[src/rtl/div_by_3_serial.sv]
// Serial mod-3 checker: scans the operand MSB first, one bit per cycle; result DATA_W cycles after accept.
// Result holds until out_ready; in_ready is low while busy or while an unconsumed result is pending.
module div_by_3_serial #(
   parameter int DATA_W = 16
) (
   input  logic              clk,
   input  logic              rst,
   input  logic              in_valid,
   output logic              in_ready,
   input  logic [DATA_W-1:0] in_data,
   output logic              out_valid,
   input  logic              out_ready,
   output logic              out_div,
   output logic [1:0]        out_rem
);
   localparam int CNT_W = $clog2(DATA_W + 1);
   localparam logic [CNT_W-1:0] CNT_LOAD = CNT_W'(DATA_W);
   localparam logic [CNT_W-1:0] CNT_ONE  = CNT_W'(1);

   typedef enum logic [1:0] {IDLE, BUSY, DONE} state_t;

   state_t            state;
   logic [DATA_W-1:0] shreg;
   logic [CNT_W-1:0]  cnt;
   logic [1:0]        rem;
   logic [1:0]        rem_next;
   logic              accept;

   assign in_ready = !rst && ((state == IDLE) || ((state == DONE) && out_ready));
   assign accept   = in_valid && in_ready;

   // rem_next = (2*rem + bit) mod 3, enumerated so the register can never reach 3
   always_comb begin
      rem_next = 2'd0;
      case ({rem, shreg[DATA_W-1]})
         3'b000:  rem_next = 2'd0;
         3'b001:  rem_next = 2'd1;
         3'b010:  rem_next = 2'd2;
         3'b011:  rem_next = 2'd0;
         3'b100:  rem_next = 2'd1;
         3'b101:  rem_next = 2'd2;
         default: rem_next = 2'd0;
      endcase
   end

   always_ff @(posedge clk or posedge rst) begin
      if (rst) begin
         state     <= IDLE;
         shreg     <= '0;
         cnt       <= '0;
         rem       <= 2'd0;
         out_valid <= 1'b0;
         out_div   <= 1'b0;
         out_rem   <= 2'd0;
      end else begin
         case (state)
            IDLE: begin
               if (accept) begin
                  shreg <= in_data;
                  rem   <= 2'd0;
                  cnt   <= CNT_LOAD;
                  state <= BUSY;
               end
            end
            BUSY: begin
               shreg <= {shreg[DATA_W-2:0], 1'b0};
               cnt   <= cnt - CNT_ONE;
               rem   <= rem_next;
               if (cnt == CNT_ONE) begin
                  state     <= DONE;
                  out_valid <= 1'b1;
                  out_rem   <= rem_next;
                  out_div   <= (rem_next == 2'd0);
               end
            end
            DONE: begin
               if (out_ready) begin
                  out_valid <= 1'b0;
                  out_div   <= 1'b0;
                  // consume and reload in the same edge keeps throughput at DATA_W+1
                  if (accept) begin
                     shreg <= in_data;
                     rem   <= 2'd0;
                     cnt   <= CNT_LOAD;
                     state <= BUSY;
                  end else begin
                     state <= IDLE;
                  end
               end
            end
            default: state <= IDLE;
         endcase
      end
   end
endmodule
[config.mk]
export PLATFORM = sky130hd
export DESIGN_NAME = div_by_3_serial
export DESIGN_NICKNAME = d
export VERILOG_FILES = /design/src/rtl/div_by_3_serial.sv
export SDC_FILE = /design/constraint.sdc
export NUM_CORES = 1
export LEC_CHECK = 0
export ABC_CLOCK_PERIOD_IN_PS = 2050
export CAP_MARGIN = 0
export CELL_PAD_IN_SITES_DETAIL_PLACEMENT = 1
export CELL_PAD_IN_SITES_GLOBAL_PLACEMENT = 2
export CORE_MARGIN = 5
export CORE_UTILIZATION = 34
export CTS_CLUSTER_SIZE = 40
export DETAILED_ROUTE_END_ITERATION = 6
export PLACE_DENSITY_LB_ADDON = 0.1
export SYNTH_ARGS = -nofsm -noshare
export SYNTH_HDL_FRONTEND = slang
export SYNTH_SLANG_ARGS = --single-unit
[constraint.sdc]
create_clock -name clk -period 2.05 [get_ports clk]
set_input_delay 0.3075 -clock clk [delete_from_list [all_inputs] [get_ports clk]]
set_output_delay 0.3075 -clock clk [all_outputs]
set_load 0.02 [all_outputs]
==> qor.csv <==
stage;metric;value;unit
critical_path;r2r_setup_slack;440;ps
die;die_x;77.3;um
layout;syn2layout_area_growth;25.9;%
logic_synthesis;yosysTopAreaCell;dfrtp_1;
detailed_routing;viasPerCell;4.96;
logic_synthesis;synth.most_common_cell;dfrtp_1;
clock_tree;clock-root-buffer;clkbuf_8;
clock_tree;cts_buffer_depth;2;
logic_synthesis;yosys.area_share.simple;8.61;%
logic_synthesis;synth-seq-cells;29;
sta;relSlewSlack;74.4;%
global_route;grt_pass1_wl;5.60;mm
logic_synthesis;ys_types;33;
logic_synthesis;syn_inst;124;
die;row_count;24;
detailed_routing;drt-pass1-iter-count;2;
sta;hold_viol;0;
logic_synthesis;syn_area;1540;um^2
pwr;powerDensity;1580;nW/um^2
clock_tree;post-cts-setup-buffers;0;
placement;gp_congestion;0.734;
critical_path;worst-path-buf-inv;2;
critical_path;crit_type;flip-flop to primary output;
sta;worst_pin_slew;384;ps
logic_synthesis;synthMuxAreaShare;25.9;%
critical_path;crit_required;1740;ps
global_route;grt_max_degree;30;
layout;fin_util;44.2;%
clock_tree;numCtsBuffers;5;
pwr;ir_drop;0.000552;V
clock_tree;h-tree-depth;2;
sta;setup_viol;0;
logic_synthesis;synth_nets;146;
clock_tree;cts_resized;1;
logic_synthesis;ys_top_cells_by_area;dfrtp_1, mux2_2, mux2_4;
pwr;power.share.combinational;49.3;%
sta;finalClockSkew;4.41;ps
critical_path;slowest_stage;dfrtp_2;
pwr;leakage;0.847;nW
detailed_routing;drt-total-wl;3.25;mm
placement;portBuffers;24;
logic_synthesis;yosysSeqAreaShare;47.1;%
logic_synthesis;synth_top_family_by_area;multiplexers;
die;die_y;77.3;um
critical_path;start_kind;flip-flop;
logic_synthesis;synth_xor_area_share;1.71;%
pwr;power.switching;1.04;mW
global_route;grt_pass1_vias;1163;
status;outcome;finished, final reports clean;
pwr;internal-power;2.02;mW
global_route;overflow;0;
detailed_routing;drc;0;
logic_synthesis;synth_top_flop_cell;dfrtp_1;
detailed_routing;wl_per_cell;15.8;um
logic_synthesis;synth_common_cells;dfrtp_1, mux2_2, inv_1, mux2_4, a21oi_1;
global_route;antenna_found_initial;0;
global_route;grt.total_usage;11.7;%
pwr;pwr-share-clk;15.5;%
detailed_routing;first_iter_violations;19;
critical_path;critPathMaxFanout;9;
sta;final.min_clock_period;1640;ps
critical_path;cp_top_family;flip-flops;
sta;drv_slew;0;
logic_synthesis;ys.warnings.count;0;
pwr;netSwitchingFraction;33.9;%
clock_tree;insertion_delay;270;ps
placement;dpl.hpwl;2.31;mm
die;fp.dieArea;5980;um^2
flow_run;cap_viol_max_count;0;
layout;drive_gt1_share;31.2;%
die;core;4380;um^2
layout;antenna_cells;0;
die;initial_core_util;35.1;%
detailed_routing;ant_nets;0;
die;ios;25;
logic_synthesis;synth_compound_area_share;9.34;%
clock_tree;cts_tree;yes;
logic_synthesis;yosysTopAreaCellShare;47.1;%
pwr;pwr-share-seq;35.2;%
logic_synthesis;synth_edf_count;0;
sta;fin_crit_sh;79.9;%
logic_synthesis;async_flop_share;100;%
min_path;hold_path_class;input port to asynchronous set/reset pin;
critical_path;cp.arrival;1330;ps
logic_synthesis;synth_fa_ha_area_share;1.62;%
clock_tree;cts_sinks;29;
sta;rsz0062_at_grt;no;
logic_synthesis;avgSynthCellArea;12.4;um^2
critical_path;end_kind;primary output;
sta;setup_tns;0;ps
critical_path;cp_cell_sequence;inv_1 > o211a_1 > dlymetal6s2s_1;
sta;fmax;0.611;GHz
layout;nNetsFinal;176;
clock_tree;cts_hold_buf;0;
detailed_routing;routed-via-count;1021;
clock_tree;path_clk_slew;60;ps
critical_path;critPathMaxStageDelay;470;ps
logic make-up after synthesis:
logic type / Yosys count
DFF: 29
AOI/OAI and AO/OA: 20
and+or+nand+nor: 21
adders and majority gates: 2
buffers and inverters: 16
muxes: 33
xor gates and xnor gates: 3
final timing paths:
check / end / depth (start not counted) / startpoint
min reg2reg: shreg[9] / 1 / shreg[9]
max in group asynchronous: state[1] / 3 / rst
max reg2reg: shreg[7] / 4 / state[0]
max: in_ready / 3 / state[1]
min: state[1] / 3 / rst
min in group clk: shreg[9] / 1 / shreg[9]
worst min-delay path, cell delays in order:
cell and delay [ps]:
clkdlybuf4s50_1 410, inv_1 90, buf_4 360
area by class of cell:
type,instances,area [um^2]
fillers,488,2440
multi-input cells,79,727
flip-flops and latches,29,727
well taps,52,65.1
clock buffers,7,86.3
repair buffers,30,300
inverters,9,33.8
power by group through the flow:
stage	clock network [mW]	logic, mW	registers, mW
floorplan	0	1.18	1.05
global placement	0	1.49	1.07
detailed placement	0	1.54	1.09
CTS	0.498	1.55	1.09
global route	0.526	1.66	1.12
finish	0.474	1.51	1.08
cells in the final DEF (no fill, tap or decap), types with 2 or more instances in the layout:
cell type / n
a21oi_1: 6
a221oi_1: 2
buf_4: 5
clkbuf_8: 6
clkdlybuf4s50_1: 23
dfrtp_1: 28
ha_1: 2
inv_1: 9
mux2_2: 23
mux2_4: 8
mux2i_1: 2
nand2_1: 5
nand2b_1: 2
nand3_1: 2
nor2_1: 3
nor3b_1: 2
o22ai_1: 3
xnor2_1: 3
layer usage:
layer | vias to the layer above | global-route usage (%) | routed length (um)
met2 | 14 | 19.2 | 1610
met5 | - | 0 | 0
met4 | 0 | 5.15 | 40
li1 | 501 | - | -
met3 | 4 | 3.16 | 112
met1 | 502 | 14.4 | 1500
metrics by stage:
step | cells | total power, mW | worst slack, ps | hold slack [ps] | cell area, um^2
final | 206 | 3.06 | 412 | 477 | 1940
after global routing | 206 | 3.30 | 325 | 526 | 1940
after CTS | 206 | 3.13 | 5.25 | 488 | 1940
after detailed placement | 199 | 2.63 | 116 | 494 | 1850
after global placement | 199 | 2.56 | 147 | 484 | 1850
after floorplan | 124 | 2.24 | 433 | 394 | 1540
registers in the layout (all words and copies together), names as in the netlist:
signal	flops
shreg	16
cnt	5
out_rem	2
rem	2
state	2
out_div	1
out_valid	1
(Power assumes the default switching activity.)
